File: config.mk
export PLATFORM = sky130hd
export DESIGN_NAME = fofb_dma_sched
export DESIGN_NICKNAME = d
export VERILOG_FILES = /design/src/rtl/fofb_dma_sched.sv
export SDC_FILE = /design/constraint.sdc
export NUM_CORES = 1
export LEC_CHECK = 0
export ABC_AREA = 1
export CORE_AREA = 5 5 165 167
export DETAILED_ROUTE_END_ITERATION = 10
export DIE_AREA = 0 0 170 172
export PLACE_DENSITY = 0.76
export REMOVE_ABC_BUFFERS = 1
export SETUP_SLACK_MARGIN = 0.1
export SYNTH_ARGS = -nofsm -noshare
export SYNTH_HDL_FRONTEND = slang
export SYNTH_SLANG_ARGS = --single-unit
File: constraint.sdc
create_clock -name clk -period 6.37 [get_ports clk]
set_input_delay 0.637 -clock clk [delete_from_list [all_inputs] [get_ports clk]]
set_output_delay 0.637 -clock clk [all_outputs]
set_load 0.01 [all_outputs]
File: src/rtl/fofb_dma_sched.sv
// fofb_dma_sched
// Per-timeframe DMA scheduler in front of the TX engine's memory-write path.
// Each rising edge of timeframe_end_i starts a frame: tlp_count_i memory-write
// TLPs of tlp_len_i DWORDs are requested one at a time into a circular host
// buffer. The scheduler also counts frames and raises an interrupt every
// irq_every_i frames.
//
// Ports:
//   clk, rst            system clock, synchronous active-high reset
//   enable_i            scheduler enable
//   timeframe_end_i     frame marker level; rising edge starts a frame
//   buf_base_i          host buffer base byte address (DWORD aligned)
//   buf_size_i          host buffer size in bytes
//   tlp_len_i           DWORDs per TLP, 0 means 1024
//   tlp_count_i         TLPs per frame
//   irq_every_i         frames per interrupt, 0 disables interrupts
//   mwr_start_o         one-cycle request pulse to the TX engine
//   mwr_addr_o          TLP host address, held until mwr_done_i
//   mwr_len_o           TLP length, held until mwr_done_i
//   mwr_done_i          TX engine has sent the TLP
//   irq_o               one-cycle interrupt pulse
//   busy_o              high outside IDLE
//   overrun_o           sticky: a frame start arrived while busy
//   frame_cnt_o         completed-frame counter
//
// state     | meaning
// ----------+-----------------------------------------------------------
// IDLE      | waiting for a frame start; offset cleared while disabled
// CHECK     | frame done? disabled? otherwise apply wrap rule
// ISSUE     | request pulse on mwr_start_o is out this cycle
// WAIT      | waiting for mwr_done_i from the TX engine
// FRAME_END | count the frame, interrupt divider

module fofb_dma_sched #(
  parameter int ADDR_W = 32,
  parameter int CNT_W  = 16
) (
  input  logic              clk,
  input  logic              rst,
  input  logic              enable_i,
  input  logic              timeframe_end_i,
  input  logic [ADDR_W-1:0] buf_base_i,
  input  logic [ADDR_W-1:0] buf_size_i,
  input  logic [9:0]        tlp_len_i,
  input  logic [CNT_W-1:0]  tlp_count_i,
  input  logic [7:0]        irq_every_i,
  output logic              mwr_start_o,
  output logic [ADDR_W-1:0] mwr_addr_o,
  output logic [9:0]        mwr_len_o,
  input  logic              mwr_done_i,
  output logic              irq_o,
  output logic              busy_o,
  output logic              overrun_o,
  output logic [31:0]       frame_cnt_o
);

  typedef enum logic [2:0] {
    S_IDLE,
    S_CHECK,
    S_ISSUE,
    S_WAIT,
    S_FRAME_END
  } state_t;

  state_t            state;
  logic              te_q;
  logic              rise;
  logic [ADDR_W-1:0] offset;
  logic [9:0]        len_r;
  logic [CNT_W-1:0]  left;
  logic [7:0]        irq_every_r;
  logic [7:0]        irq_cnt;
  logic [12:0]       bytes;
  logic [ADDR_W:0]   end_ext;
  logic [ADDR_W-1:0] issue_off;

  assign rise  = timeframe_end_i & ~te_q;
  assign bytes = (len_r == 10'd0) ? 13'd4096 : {1'b0, len_r, 2'b00};

  // One extra bit so offset + bytes cannot wrap before the size compare.
  assign end_ext   = {1'b0, offset} + {{(ADDR_W-12){1'b0}}, bytes};
  assign issue_off = (end_ext > {1'b0, buf_size_i}) ? '0 : offset;

  always_ff @(posedge clk) begin
    if (rst) begin
      state       <= S_IDLE;
      te_q        <= 1'b0;
      offset      <= '0;
      len_r       <= '0;
      left        <= '0;
      irq_every_r <= '0;
      irq_cnt     <= '0;
      mwr_start_o <= 1'b0;
      mwr_addr_o  <= '0;
      mwr_len_o   <= '0;
      irq_o       <= 1'b0;
      busy_o      <= 1'b0;
      overrun_o   <= 1'b0;
      frame_cnt_o <= '0;
    end else begin
      te_q        <= timeframe_end_i;
      mwr_start_o <= 1'b0;
      irq_o       <= 1'b0;

      // Frame starts while busy are dropped, only flagged.
      if (rise && state != S_IDLE)
        overrun_o <= 1'b1;

      case (state)
        S_IDLE: begin
          if (!enable_i) begin
            offset    <= '0;
            overrun_o <= 1'b0;
          end else if (rise) begin
            len_r       <= tlp_len_i;
            left        <= tlp_count_i;
            irq_every_r <= irq_every_i;
            busy_o      <= 1'b1;
            state       <= S_CHECK;
          end
        end

        S_CHECK: begin
          if (left == '0) begin
            state <= S_FRAME_END;
          end else if (!enable_i) begin
            busy_o <= 1'b0;
            state  <= S_IDLE;
          end else begin
            offset      <= issue_off;
            mwr_addr_o  <= buf_base_i + issue_off;
            mwr_len_o   <= len_r;
            mwr_start_o <= 1'b1;
            state       <= S_ISSUE;
          end
        end

        S_ISSUE: state <= S_WAIT;

        S_WAIT: begin
          if (mwr_done_i) begin
            offset <= offset + {{(ADDR_W-13){1'b0}}, bytes};
            left   <= left - {{(CNT_W-1){1'b0}}, 1'b1};
            state  <= S_CHECK;
          end
        end

        S_FRAME_END: begin
          frame_cnt_o <= frame_cnt_o + 32'd1;
          if (irq_every_r != 8'd0) begin
            if (irq_cnt + 8'd1 == irq_every_r) begin
              irq_o   <= 1'b1;
              irq_cnt <= 8'd0;
            end else begin
              irq_cnt <= irq_cnt + 8'd1;
            end
          end
          busy_o <= 1'b0;
          state  <= S_IDLE;
        end

        default: begin
          busy_o <= 1'b0;
          state  <= S_IDLE;
        end
      endcase
    end
  end

endmodule

# After elaboration in Yosys (flattened, before gate mapping)
# Cells that the tools add are included.
# Widths: inputs -> output; s select.
word_totals:
  regBits: 156
  word_cells: 86
  input_bits: 103
  out_inout_bits: 78
classes:
  addsub: 6
  bitwise_logic: 7
  n_eq_ne: 12
  muxes: 28
  n_lt_le_gt_ge: 1
  reduce_logical: 18
op_table:
  columns: ["cell", "count"]
  rows:
  - ["$mux 32", 5]
  - ["$pmux 32 s3", 1]
  - ["$mux 16", 3]
  - ["$add 32x13->33", 1]
  - ["$gt 33x32->1", 1]
  - ["$add 32x1->32 const B", 1]
  - ["$add 32x13->32", 1]
  - ["$add 32x32->32", 1]
  - ["$pmux 16 s2", 1]
  - ["$logic_not 16->1", 1]
  - ["$sub 16x1->16 const B", 1]
  - ["$ne 2x2->1 const B", 7]
  - ["$mux 13", 1]
  - ["$mux 3", 4]
  - ["$pmux 3 s4", 1]
  - ["$logic_not 10->1", 1]
  - ["$reduce_and 5->1", 2]
  - ["$mux 1", 9]
  - ["$reduce_and 3->1", 3]
  - ["$add 8x1->8 const B", 1]
  - ["$eq 8x8->1", 1]
  - ["$mux 8", 1]
  - ["$reduce_bool 8->1", 1]
  - ["$eq 3x2->1 const B", 2]
  - ["other kinds (14)", 21]

# Logic depth before layout (Yosys ltp)
depth:
  word_depth: 8
  ltp_mapped: 46
  mapped_depth_nobuf: 45

# Least setup slack after synthesis
# Ideal clock, no wire load.
synth_path:
  kind: "flip-flop to flip-flop"
  startpoint: "reg len_r[0]"
  endpoint: "reg mwr_addr_o[16]"
  t_arrival_ns: 5.541
  t_required_ns: 6.255
  synth_period_minus_slack_ns: 5.657
  setup_time_ns: 0.115
  slack_ns: 0.713
  path_stages_with_launch: 37
  path_buffers: 2
  cell_sequence: "dfxtp_1 -> nor4_1 -> nand2_1 -> nor3_1 -> ha_1 -> nand4_1 -> nor2_1 -> a21boi_0 -> nor2_1 -> nor3b_1 -> nand3_1 -> xor2_1 -> ha_1 -> nand2_1 -> inv_1 -> nand4_1 -> nor3_1 -> nand3_1 -> nand2_2 -> nand2_4 -> inv_2 -> buf_2 -> buf_1 -> nor2_1 -> ha_1 -> fa_1 -> nand3_1 -> nand2_1 -> a21oi_1 -> o21ai_0 -> a21oi_1 -> o21ai_0 -> a21oi_1 -> o21ai_0 -> xor2_1 -> o21ai_0 -> inv_1"
synth_between:
  elab_chain_len: 6
synth_lines:
  columns: ["element", "line", "source"]
  rows:
  - ["start, declared", "69", "logic [9:0] len_r;"]
  - ["start signal, assigned", "115", "len_r <= tlp_len_i;"]
  - ["$logic_not 10->1", "78", "assign bytes = (len_r == 10'd0) ? 13'd4096 : {1'b0, len_r, 2'b00};"]
  - ["$mux 13 *", "78", null]
  - ["$add 32x13->33 *", "81", "assign end_ext = {1'b0, offset} + {{(ADDR_W-12){1'b0}}, bytes};"]
  - ["$gt 33x32->1 *", "82", "assign issue_off = (end_ext > {1'b0, buf_size_i}) ? '0 : offset;"]
  - ["$mux 32 *", "82", null]
  - ["$add 32x32->32 *", "131", "mwr_addr_o <= buf_base_i + issue_off;"]
  - ["end signal, assigned", "131", null]
  - ["end, declared", "48", "output logic [ADDR_W-1:0] mwr_addr_o,"]
# Every way passes the cells marked *; elsewhere a longest branch is shown, timed or not.
# A chain may end at the register's enable or synchronous reset.

# Worst setup path in the final report
layout_path:
  startpoint: "reg len_r[1]"
  endpoint: "reg mwr_addr_o[29]"
# Same word-level chain as after synthesis.

==> impl_metrics.csv <==
group,metric,value,unit
run_status,outcome,"finished clean",
yosys,yosysUniqueCellTypes,53,
floorplan,die_h,172,um
final_layout,multiInputGateArea,6390,sq um
critical_path,cp_num_buf_inv,5,
floorplan,rows,59,
clock_tree,cts_tree,"yes",
grt,track_usage,20.5,%
route,remaining_drc_errors,0,
sta,setup_viol,0,
grt,overflow,0,
clock_tree,cts.clk_slew.worst_paths,70,ps
critical_path,required,6700,ps
place,port_buffers,180,
route,totalWireLength,30800,um
critical_path,path_delay_family,"simple AND/OR/NAND/NOR gates",
yosys,synth-seq-cells,156,
clock_tree,root_buffer,"clkbuf_16",
yosys,ys.flop_type,"dfxtp_1",
grt,grt_pass1_wl,48800,um
sta,skew,13.5,ps
final_layout,seqCellArea,3120,sq um
grt,grt_pass1_vias,9978,
sta,period_share,92.3,%
power,p_leak,0.00590,uW
grt,grt_max_degree,80,
yosys,netlist_instances,1581,
route,wl_per_cell,14.8,um
critical_path,endpoint_kind,"flip-flop",
critical_path,crit_arrival,6210,ps
job,drv_cap,0,
route,ant_nets,0,
final_layout,drive_gt1_share,5.77,%
final_layout,n_fill_cell,2514,
route,vias_per_cell,5.19,
sta,whs,466,ps
final_layout,syn_to_final_growth,26.3,%
floorplan,start_util,41.2,%
sta,final-hold-violation-count,0,
final_layout,post-route-util,52.0,%
critical_path,path_class,"flip-flop to flip-flop",
power,p_per_area,281,nW/um^2
yosys,yosysWarnings,0,
min_path,hp-class,"flip-flop to flip-flop",
yosys,ys_async_sr_fraction,0,%
yosys,syn_area_per_cell,6.67,sq um
place,hpwl,23300,um
sta,slew_headroom,47.9,%
clock_tree,htreeDepth,4,
yosys,synth_edf_count,0,
grt,antenna_found_initial,1,
route,dr.pass1.iters,6,
yosys,syn_area,10500,sq um
route,drt_iter0_drc,944,
clock_tree,cts_sinks,156,
sta,fin_crit,5880,ps
sta,rsz0062_at_grt,"no",
clock_tree,cts_hold_buffers,0,
critical_path,cp-start-kind,"flip-flop",
sta,tightest_slew,782,ps
clock_tree,cts_max_path_buffers,2,
place,place_congestion,0.961,
floorplan,die-area,29200,sq um
sta,fmax,170,MHz
clock_tree,cts-buffers-inserted,17,
critical_path,slowest_delay,370,ps
power,irDropWorstVdd,0.168,mV
critical_path,crit_slowest_cell,"dfxtp_1",
sta,drv_slew,0,
floorplan,core,25600,sq um
critical_path,worstPathMaxFanout,27,
floorplan,io-pin-count,181,
yosys,synth-seq-area-share,29.6,%
clock_tree,insertion_delay,440,ps
sta,fin_tns_setup,0,ps
route,dr_total_vias,10800,
floorplan,fp.dieW,170,um
final_layout,layout.nets,1918,
==> sequential cells by signal, summed over array words and instances (netlist names) <==
name / count
busy_o: 1
frame_cnt_o: 32
irq_cnt: 8
irq_every_r: 8
irq_o: 1
left: 16
len_r: 10
mwr_addr_o: 32
mwr_len_o: 10
mwr_start_o: 1
offset: 32
overrun_o: 1
state: 3
te_q: 1
==> cell type report <==
class,count,area share (%)
antenna,1,0.0188
sequential,156,23.5
multi-input combinational,1139,48.0
tap,335,3.15
timing repair buffer,193,14.3
clock inverter,12,1.13
inverter,230,6.50
clock buffer,20,3.43
==> final timing paths <==
path | to | slack, ps | start | depth (start not counted)
setup reg to reg | mwr_addr_o[29] | 490 | len_r[1] | 40
setup / recovery | mwr_addr_o[29] | 490 | len_r[1] | 40
hold / removal | mwr_addr_o[27] | 470 | mwr_addr_o[27] | 2
hold reg to reg | mwr_addr_o[27] | 470 | mwr_addr_o[27] | 2
==> per-layer routing <==
| layer | global-route usage (%) | part of all wire [%] | up-vias |
|---|---|---|---|
| met3 | 3.38 | 6.9 | 52 |
| met5 | 0 | 0 | - |
| met4 | 8.26 | 3.0 | 0 |
| met1 | 26.4 | 43 | 4899 |
| met2 | 34.3 | 47 | 364 |
| li1 | - | - | 5506 |
==> tightest hold or removal path, cell delays in order, from the launching register on <==
cell,delay [ps]
dfxtp_1,310
nand2_1,60
a21oi_1,50
==> kinds of logic after synthesis <==
logic type,Yosys count,share of synthesized area [%]
adder cells (fa/ha/maj),78,9.40
AO/OA/AOI/OAI,313,17.0
XOR/XNOR,74,6.15
buffers and inverters,286,10.3
flip-flops,156,29.6
AND/OR/NAND/NOR,674,27.5
==> placed cells by master (no fill, tap or decap), types with 3 or more instances in the layout <==
master / synthesis / final
nor4_1: 13 / 10
nor2_2: 5 / 7
xnor2_1: 19 / 19
nand2_1: 288 / 287
ha_1: 76 / 76
nor2_1: 222 / 219
a221o_1: 4 / 4
nand3_2: 3 / 3
dfxtp_1: 156 / 156
clkdlybuf4s50_1: 0 / 179
a21o_1: 3 / 3
a2bb2oi_1: 4 / 4
o211ai_1: 19 / 19
inv_1: 214 / 213
clkinv_1: 3 / 3
a211oi_1: 6 / 6
o21ai_0: 117 / 113
inv_6: 0 / 5
a221oi_1: 6 / 6
buf_4: 1 / 12
and2_1: 3 / 3
nand3b_1: 4 / 4
clkbuf_16: 0 / 17
o21ai_1: 4 / 8
a31oi_1: 22 / 22
nor2_4: 2 / 3
xor2_1: 55 / 55
nor3_2: 4 / 5
nand2_2: 8 / 9
nand4_1: 20 / 20
a21oi_1: 107 / 106
nand3_1: 54 / 54
o21a_1: 7 / 7
inv_2: 13 / 13
nor3_1: 36 / 35
==> synthesized netlist by cell type (all sizes together) (6+ instances only) <==
cell type	number	share of area [%]
ha	76	9.0
a21oi	109	5.3
xnor2	19	1.6
o21ai	121	5.7
xor2	55	4.6
buf	16	0.70
o211ai	19	1.4
nand2	297	11
o21a	7	0.50
nand3	57	2.8
a31oi	22	1.3
a211oi	6	0.43
nor2	229	8.4
clkbuf	40	1.4
nor4	13	0.77
inv	227	8.1
dfxtp	156	30
nor3	42	2.4
a221oi	6	0.50
nand4	20	1.2
==> metrics by stage <==
stage | total power, uW | cells | setup WS [ps] | cell area, sq um
6_report | 3740 | 2086 | 491 | 13300
5_1_grt | 4010 | 2086 | 58.5 | 13300
4_1_cts | 3720 | 2079 | 211 | 13200
3_5_place_dp | 2640 | 2047 | 250 | 12600
3_3_place_gp | 2610 | 2047 | 419 | 12600
2_1_floorplan | 2190 | 1525 | 920 | 10300
==> report_power, final <==
group | internal, uW | total (uW) | switching [uW]
Combinational | 574 | 1450 | 877
Clock | 611 | 1070 | 456
Sequential | 1100 | 1230 | 124
==> what timing repair did <==
item | 4_1_cts | 5_1_grt
resized for setup | 0 | 21
buffers inserted | 0 | 6
endpoints found under the setup margin | 0 | 21
No activity file was read; power rests on OpenSTA's default activity.
